### src/rtl/breakout_pkg.sv
// Shared definitions for the breakout game controller: state encodings,
// default game parameters and the LED blink divisor.
package breakout_pkg;

    typedef enum logic [2:0] {
        ST_IDLE  = 3'd0,
        ST_SERVE = 3'd1,
        ST_PLAY  = 3'd2,
        ST_PAUSE = 3'd3,
        ST_OVER  = 3'd4,
        ST_WIN   = 3'd5
    } game_state_e;

    localparam int unsigned LIVES_INIT_DEF  = 3;
    localparam int unsigned BRICK_COUNT_DEF = 40;
    localparam int unsigned BLINK_DIV_DEF   = 25_000_000;

    // Number of lit lives LEDs, capped at three.
    function automatic logic [2:0] lives_therm(input logic [2:0] l);
        if (l >= 3'd3)      return 3'b111;
        else if (l == 3'd2) return 3'b011;
        else if (l == 3'd1) return 3'b001;
        else                return 3'b000;
    endfunction

endpackage

### src/rtl/breakout_game_ctrl_btn_debounce.sv
// Button conditioner: 2-flop synchronizer, debounce counter and a one-cycle
// press pulse on the debounced rising edge.
module btn_debounce #(
    parameter int unsigned DEBOUNCE_CYCLES = 500000
) (
    input  logic clk,
    input  logic rst_n,
    input  logic btn_i,
    output logic press_o
);

    localparam int unsigned CW = (DEBOUNCE_CYCLES > 1) ? $clog2(DEBOUNCE_CYCLES) : 1;
    localparam logic [CW-1:0] CNT_LAST = CW'(DEBOUNCE_CYCLES - 1);

    logic [1:0]    sync_q;
    logic          level_q, level_d;
    logic          armed_q, armed_d;
    logic          press_q, press_d;
    logic [CW-1:0] cnt_q, cnt_d;
    logic          sample;

    assign sample  = sync_q[1];
    assign press_o = press_q;

    // Until armed, the counter instead measures a debounced release, so a
    // button held through reset cannot produce a press.
    always_comb begin
        level_d = level_q;
        armed_d = armed_q;
        cnt_d   = cnt_q;
        press_d = 1'b0;
        if (!armed_q) begin
            if (sample) begin
                cnt_d = '0;
            end else if (cnt_q == CNT_LAST) begin
                armed_d = 1'b1;
                cnt_d   = '0;
            end else begin
                cnt_d = cnt_q + CW'(1);
            end
        end else if (sample == level_q) begin
            cnt_d = '0;
        end else if (cnt_q == CNT_LAST) begin
            level_d = sample;
            press_d = sample;
            cnt_d   = '0;
        end else begin
            cnt_d = cnt_q + CW'(1);
        end
    end

    always_ff @(posedge clk or negedge rst_n) begin
        if (!rst_n) begin
            sync_q  <= '0;
            level_q <= 1'b0;
            armed_q <= 1'b0;
            press_q <= 1'b0;
            cnt_q   <= '0;
        end else begin
            sync_q  <= {sync_q[0], btn_i};
            level_q <= level_d;
            armed_q <= armed_d;
            press_q <= press_d;
            cnt_q   <= cnt_d;
        end
    end

endmodule

### src/rtl/breakout_game_ctrl.sv
// Breakout game sequencer: button handling, serve/play/pause flow, lives and
// score bookkeeping, physics stepping and status LEDs.
module breakout_game_ctrl
    import breakout_pkg::*;
#(
    parameter int unsigned DEBOUNCE_CYCLES = 500000,
    parameter int unsigned LIVES_INIT      = LIVES_INIT_DEF,
    parameter int unsigned BRICK_COUNT     = BRICK_COUNT_DEF,
    parameter int unsigned BLINK_DIV       = BLINK_DIV_DEF
) (
    input  logic       clk,
    input  logic       reset,
    input  logic       btn_start,
    input  logic       btn_pause,
    input  logic       frame_start,
    input  logic       ball_lost,
    input  logic       brick_hit,
    output logic       phys_step,
    output logic       ball_reset,
    output logic [2:0] game_state,
    output logic [2:0] lives,
    output logic [7:0] score,
    output logic [4:0] led
);

    localparam int unsigned BW = (BLINK_DIV > 1) ? $clog2(BLINK_DIV) : 1;
    localparam logic [BW-1:0] BLINK_LAST = BW'(BLINK_DIV - 1);

    game_state_e   state_q, state_d;
    logic [2:0]    lives_q, lives_d;
    logic [7:0]    score_q, score_d;
    logic [7:0]    bricks_q, bricks_d;
    logic          phys_step_q, phys_step_d;
    logic          ball_reset_q, ball_reset_d;
    logic [4:0]    led_q, led_d;
    logic [BW-1:0] blink_cnt_q, blink_cnt_d;
    logic          blink_q, blink_d;
    logic          start_ev, pause_press, pause_ev;

    btn_debounce #(.DEBOUNCE_CYCLES(DEBOUNCE_CYCLES)) u_db_start (
        .clk     (clk),
        .rst_n   (reset),
        .btn_i   (btn_start),
        .press_o (start_ev)
    );

    btn_debounce #(.DEBOUNCE_CYCLES(DEBOUNCE_CYCLES)) u_db_pause (
        .clk     (clk),
        .rst_n   (reset),
        .btn_i   (btn_pause),
        .press_o (pause_press)
    );

    assign pause_ev = pause_press & ~start_ev;

    always_comb begin
        if (blink_cnt_q == BLINK_LAST) begin
            blink_cnt_d = '0;
            blink_d     = ~blink_q;
        end else begin
            blink_cnt_d = blink_cnt_q + BW'(1);
            blink_d     = blink_q;
        end
    end

    always_comb begin
        state_d      = state_q;
        lives_d      = lives_q;
        score_d      = score_q;
        bricks_d     = bricks_q;
        ball_reset_d = 1'b0;
        phys_step_d  = (state_q == ST_PLAY) && frame_start;

        case (state_q)
            ST_IDLE: begin
                if (start_ev) begin
                    lives_d      = 3'(LIVES_INIT);
                    score_d      = '0;
                    bricks_d     = 8'(BRICK_COUNT);
                    ball_reset_d = 1'b1;
                    state_d      = ST_SERVE;
                end
            end
            ST_SERVE: begin
                if (start_ev) state_d = ST_PLAY;
            end
            ST_PLAY: begin
                // Brick is counted before a simultaneous ball loss; clearing
                // the last brick wins outright and the loss is discarded.
                if (brick_hit) begin
                    if (score_q != 8'hFF) score_d = score_q + 8'd1;
                    bricks_d = bricks_q - 8'd1;
                end
                if (brick_hit && (bricks_q == 8'd1)) begin
                    state_d = ST_WIN;
                end else if (ball_lost) begin
                    lives_d = lives_q - 3'd1;
                    if (lives_q == 3'd1) begin
                        state_d = ST_OVER;
                    end else begin
                        state_d      = ST_SERVE;
                        ball_reset_d = 1'b1;
                    end
                end else if (pause_ev) begin
                    state_d = ST_PAUSE;
                end
            end
            ST_PAUSE: begin
                if (pause_ev) state_d = ST_PLAY;
            end
            ST_OVER, ST_WIN: begin
                if (start_ev) state_d = ST_IDLE;
            end
            default: state_d = ST_IDLE;
        endcase

        led_d      = '0;
        led_d[2:0] = lives_therm(lives_d);
        led_d[3]   = (state_d == ST_PAUSE);
        led_d[4]   = (state_d == ST_OVER) ? blink_d : (state_d == ST_WIN);
    end

    always_ff @(posedge clk or negedge reset) begin
        if (!reset) begin
            state_q      <= ST_IDLE;
            lives_q      <= '0;
            score_q      <= '0;
            bricks_q     <= '0;
            phys_step_q  <= 1'b0;
            ball_reset_q <= 1'b0;
            led_q        <= '0;
            blink_cnt_q  <= '0;
            blink_q      <= 1'b0;
        end else begin
            state_q      <= state_d;
            lives_q      <= lives_d;
            score_q      <= score_d;
            bricks_q     <= bricks_d;
            phys_step_q  <= phys_step_d;
            ball_reset_q <= ball_reset_d;
            led_q        <= led_d;
            blink_cnt_q  <= blink_cnt_d;
            blink_q      <= blink_d;
        end
    end

    assign phys_step  = phys_step_q;
    assign ball_reset = ball_reset_q;
    assign game_state = state_q;
    assign lives      = lives_q;
    assign score      = score_q;
    assign led        = led_q;

endmodule

### config.mk
export PLATFORM = sky130hd
export DESIGN_NAME = breakout_game_ctrl
export DESIGN_NICKNAME = d
export VERILOG_FILES = /design/src/rtl/breakout_pkg.sv /design/src/rtl/breakout_game_ctrl_btn_debounce.sv /design/src/rtl/breakout_game_ctrl.sv
export SDC_FILE = /design/constraint.sdc
export NUM_CORES = 1
export LEC_CHECK = 0
export CORE_UTILIZATION = 40
export DETAILED_ROUTE_END_ITERATION = 8
export SLEW_MARGIN = 20
export SYNTH_ARGS = -nofsm -noshare
export SYNTH_HDL_FRONTEND = slang
export SYNTH_SLANG_ARGS = --single-unit
### constraint.sdc
create_clock -name clk -period 2.2 [get_ports clk]
set_input_delay 0.44 -clock clk [delete_from_list [all_inputs] [get_ports clk]]
set_output_delay 0.44 -clock clk [all_outputs]
set_load 0.03 [all_outputs]
# Word-level counts from Yosys, hierarchy flattened
# Index checks and enable logic that the tools add are counted.
[word_totals] regBits=103 out_inout_bits=21 wordCells=112
[op_classes] addsub=6 magnitude_cmp=1 eq_ne=21 muxes=51 n_bitwise=5 reduce_logical=9
[ops] cell="$mux 19" count=8
[ops] cell="$mux 8" count=5
[ops] cell="$add 19x1->19 const B" count=2
[ops] cell="$eq 19x19->1 const B" count=2
[ops] cell="$mux 3" count=12
[ops] cell="$pmux 8 s2" count=2
[ops] cell="$add 25x1->25 const B" count=1
[ops] cell="$eq 25x25->1 const B" count=1
[ops] cell="$mux 25" count=1
[ops] cell="$mux 1" count=19
[ops] cell="$pmux 3 s5" count=1
[ops] cell="$eq 3x2->1 const B" count=4
[ops] cell="$eq 3x3->1 const B" count=4
[ops] cell="$eq 3x1->1 const B" count=3
[ops] cell="$reduce_and 3->1" count=3
[ops] cell="$add 8x1->8 const B" count=1
[ops] cell="$eq 8x1->1 const B" count=1
[ops] cell="$ne 8x8->1 const B" count=1
[ops] cell="$sub 8x1->8 const B" count=1
[ops] cell="$pmux 3 s2" count=1
[ops] cell="$ne 2x1->1 const B" count=2
[ops] cell="$not 1->1" count=4
[ops] cell="$reduce_and 4->1" count=1
[ops] cell="$ge 3x2->1 const B" count=1
[ops] cell="other kinds (10)" count=12

# Longest topological paths before layout
[depth] word_depth=8 mapped_depth=6

# Modules after synthesis
# Synthesis repeated with hierarchy kept, for this count alone.
[hier_totals] hier_cells=515 area_unflattened_um2=5190.0
[modules_own_cells] mod="breakout_game_ctrl" instances=1 cells_each=273 area_per_inst_um2=2740.1 seq_area_each_um2=1376.3
[modules_own_cells] mod="btn_debounce" instances=2 cells_each=121 area_per_inst_um2=1224.9 seq_area_each_um2=600.6

# Least setup slack after synthesis
# No wires, ideal clock.
[synth_timing] kind="reg-to-reg" startpoint="reg state_q[1], in the netlist game_state[1]" endpoint="reg led_q[2], in the netlist led[2]" setup_ns=0.160 arrival_time_ns=1.867 path_slack_ns=0.173 path_stages_with_launch=6 path_buffers=2 period_less_slack_ns=2.027 path_cell_list="dfrtp_1 buf_2 or4b_2 clkbuf_1 o311ai_0 o211ai_1"
[synth_via] elab_chain_cells=4
[synth_lines] item="start: declaration" line="breakout_game_ctrl.sv:29" source="game_state_e state_q, state_d;"
[synth_lines] item="start signal: assignment" line="breakout_game_ctrl.sv:135" source="state_q <= state_d;"
[synth_lines] item="$eq 3x2->1 or $logic_not 3->1 (tied branches)" line="breakout_game_ctrl.sv:74" source="case (state_q)"
[synth_lines] item="$pmux 3 s2 (*)" line="breakout_game_ctrl.sv:74"
[synth_lines] item="$ge 3x2->1 (*)" line="breakout_pkg.sv:20" source="if (l >= 3'd3) return 3'b111;"
[synth_lines] item="$mux 3 (*)" line="breakout_pkg.sv:20"
[synth_lines] item="via led_d[2]" line="breakout_game_ctrl.sv:35" source="logic [4:0] led_q, led_d;"
[synth_lines] item="end signal: assignment" line="breakout_game_ctrl.sv:141" source="led_q <= led_d;"
[synth_lines] item="end: declaration" line="breakout_game_ctrl.sv:35"
# The timed path passes the listed nets; every way through them passes the cells marked *.
# A chain may end at the register's enable or synchronous reset.

# Worst setup path in the final report
[layout_timing] startpoint="reg bricks_q[2]" endpoint="reg led_q[1], in the netlist led[1]"
[layout_via] elab_chain_cells=7
[layout_lines] item="start: declaration" line="breakout_game_ctrl.sv:32" source="logic [7:0] bricks_q, bricks_d;"
[layout_lines] item="start signal: assignment" line="breakout_game_ctrl.sv:138" source="bricks_q <= bricks_d;"
[layout_lines] item="$eq 8x1->1 (*)" line="breakout_game_ctrl.sv:94" source="if (brick_hit && (bricks_q == 8'd1)) begin"
[layout_lines] item="$logic_and 1x1->1 (*)" line="breakout_game_ctrl.sv:94"
[layout_lines] item="$mux 3 (*)" line="breakout_game_ctrl.sv:94"
[layout_lines] item="$pmux 3 s2 (*)" line="breakout_game_ctrl.sv:74"
[layout_lines] item="parallel branches: the longest is 2 deep, another holds $ge 3x2->1"
[layout_lines] item="$mux 3 (*)" line="breakout_pkg.sv:20"
[layout_lines] item="via led_d[1]" line="breakout_game_ctrl.sv:35"
# Mark *: on every way through the listed nets, which the timed path passes.

==> results.ini <==
[clock_network]
root_buffer=clkbuf_16
cts_buffers=9
clock_tree_from_tritoncts=yes
clk_pin_slew_worst_paths_ns=0.07
clk-insertion-delay-late_ns=0.34
cts.repair.resized=0
clock_sink_count=103
max-clock-path-buffers=2
htree_levels=3

[timing]
worst-slew-pin-transition_ns=0.502
finClkSkew_ns=0.00636
post-route-period-util=0.941
totalNegativeSetupSlack_ns=0
relSlewSlack=0.660
fmaxAchievable_ghz=0.483
final.min_clock_period_ns=2.07
hold_viol=0
timing.final.setup_violations=0
timing.hold.ws_ns=0.355
finalWorstSetupSlack_ns=0.130
drv_slew=0
rsz0062_at_grt=no

[global_route]
global_route_wire_length_before_repair_um=17800
grt_overflow=0
grtUsageTotal=0.171
grt_pass1_vias=3837
antenna_found_initial=0
grt_start_max_net_pins=46

[final_layout]
n_antenna_cell=0
post_route_cells_drive_above_1_share=0.0844
area_taken_by_multi_input_logic_gates_sq_um=2340
final.fill_count=1144
finalNetCount=568
area.sequential_sq_um=2580
area.growth.synth_to_final_pct=17.4
final_core_utilization=0.489

[floorplanning]
core_area_sq_um=12200
width_of_the_chip_um=115
floorplan.initialDensity=0.417
design.die.area_sq_um=13100
std_cell_rows=40
pin_count=28
die_h_um=115

[hold_path]
min_from=u_db_start.sync_q[0]
worst_hold_endpoint=u_db_start.sync_q[1]
min-delay-path-class=reg2reg
hold_path_depth=0

[synthesis]
yosysSeqAreaShare=0.508
postSynth.asyncResetShare=1.00
synthesis.nets=525
ys_dominant_reg_cell=dfrtp_1
netlist-cell-type-count=54
synth_top_area_cell=dfrtp_1
yosysWarningCount=0
synth.ff_latch_count=103
avgSynthCellArea_sq_um=9.94
post_synth_main_area_contributors=dfrtp_1 (51%), xnor2_1 (4.0%), xor2_1 (3.8%), nor2_1 (3.8%), nand2_1 (3.3%)
netlist_instances=510
count_of_flip_flops_with_a_built_in_enable_after_synthesis=0
netlist_area_sq_um=5070
yosys.area.top_type_share=0.508

[placement]
dp_slack_ns=0.0586
place_congestion=0.831
dpl.hpwl_um=7300
placement.io_buffers=27

[setup_path]
worst_setup_path_startpoint=bricks_q[2]
r2r.worst_path.cells=4
reg2reg_from=bricks_q[2]
cp.required_ns=2.40
cp_max_fo=6
crit-reg2reg-capture=led[1]
ff2ff_setup_slack_ns=0.13
cp-end-kind=flip-flop
critPathLaunchType=flip-flop
critPathArrivalTime_ns=2.27
worstSetupPathType=reg2reg

[detailed_routing]
drt_first_iter_violations=183
drt-vias-per-instance=5.30
detailed_route_wl_um=10200
postRouteAntennaNets=0
drt_drc_violations_left=0
wl_per_cell_um=14.1
drt_first_pass_iters=4
route.vias.total=3843

[outcome]
run_status=complete, no violations

[flow_run]
drv_cap=0

[power]
power_uw=3620
worst_ir_drop_on_vdd_uv=429
p_leak_uw=0.00244
power_per_cell_area_nw_per_um2=608

area by class of cell:
cell class / count / area share
clock inverter: 3 / 0.00715
multi-input combinational: 370 / 0.393
inverter: 23 / 0.0145
clock buffer: 12 / 0.0431
tap: 168 / 0.0353
timing repair buffer: 46 / 0.0736
sequential: 103 / 0.433
repair_timing:
action	4_1_cts	5_1_grt
endpoints found under the hold margin	18	0
hold buffers	1	0
setup buffers	0	0
setup endpoints to repair	0	0
cell families after synthesis:
| logic type | count (synthesis) | synth area share |
|---|---|---|
| muxes | 9 | 0.0195 |
| adders and majority gates | 8 | 0.0197 |
| DFF | 103 | 0.508 |
| xor gates and xnor gates | 45 | 0.0777 |
| buffers and inverters | 37 | 0.0301 |
| AOI/OAI and AO/OA | 73 | 0.0911 |
| and+or+nand+nor | 235 | 0.254 |
sequential cells by signal (all words and copies together), names as in the netlist, 2 cells and up:
signal             cells
led                    5
score                  8
bricks_q               8
u_db_start.cnt_q      19
u_db_pause.cnt_q      19
u_db_start.sync_q      2
game_state             3
lives                  3
u_db_pause.sync_q      2
blink_cnt_q           25
cell usage in the layout, fill, tap and decap left out, types with 3 or more instances in the layout:
cell type / synthesis / routed
mux2i_1: 4 / 4
a21oi_1: 25 / 25
nand3b_1: 6 / 6
nand2b_1: 3 / 3
nor3_1: 9 / 9
o21ai_0: 16 / 16
nand2_1: 45 / 45
and3_1: 4 / 4
buf_4: 0 / 17
nor4_1: 16 / 16
or3_1: 10 / 10
dfrtp_1: 103 / 103
and2_1: 3 / 3
ha_1: 8 / 8
mux2_2: 4 / 4
and4_1: 7 / 7
clkbuf_16: 0 / 9
xor2_1: 22 / 22
nand4b_1: 4 / 4
or4_1: 16 / 16
nor2_1: 51 / 51
inv_1: 23 / 23
nand3_1: 27 / 27
clkdlybuf4s50_1: 0 / 26
xnor2_1: 23 / 23
nor4b_1: 3 / 3
nor2b_1: 5 / 5
nand4_1: 15 / 15
o31ai_1: 16 / 16
Yosys cell counts (2+ instances only):
library cell,count
nand2b_1,3
o41ai_1,2
and4_1,7
dfrtp_1,103
nor2b_1,5
nor4_1,16
nand4b_1,4
mux2i_1,4
nand2_1,45
o31ai_1,16
xnor2_1,23
and3_1,4
xor2_1,22
and2_1,3
clkbuf_1,8
or4_1,16
inv_1,23
a21oi_1,25
nor3_1,9
nand3b_1,6
nand3_2,2
or4b_2,2
nand3_1,27
nor4b_1,3
or3_1,10
o21ai_0,16
mux2_2,4
buf_2,5
nand4_1,15
ha_1,8
nor2_1,51
power by group:
part,internal [uW],total (uW),switching [uW]
Sequential,1910,1920,11.9
Combinational,33.5,97.9,64.3
Clock,936,1600,667
Total,2880,3620,743
worst max path at each step:
stage,to,cells past startpoint
6_report,led[1],4
5_1_grt,u_db_pause.level_q,4
4_1_cts,led[1],4
3_5_place_dp,score[5],5
3_3_place_gp,score[0],6
2_1_floorplan,led[2],5
worst max-delay path, stage by stage, from the launching register on:
cell and delay, ns:
dfrtp_1 0.42, or4_1 0.63, o311a_1 0.46, mux2i_2 0.30
nand3_1 0.13
per-layer routing:
metal,global-route usage,vias to the layer above,part of all wire
li1,-,1918,-
met4,0.0580,0,0.012
met1,0.207,1868,0.47
met3,0.0376,11,0.025
met5,0,-,0
met2,0.299,46,0.50
through the flow:
stage / instance area, sq um / instances
3_5_place_dp: 5640 / 709
4_1_cts: 5950 / 725
3_3_place_gp: 5640 / 709
6_report: 5950 / 725
5_1_grt: 5950 / 725
2_1_floorplan: 5070 / 510
Power figures use the tool's default switching activity.
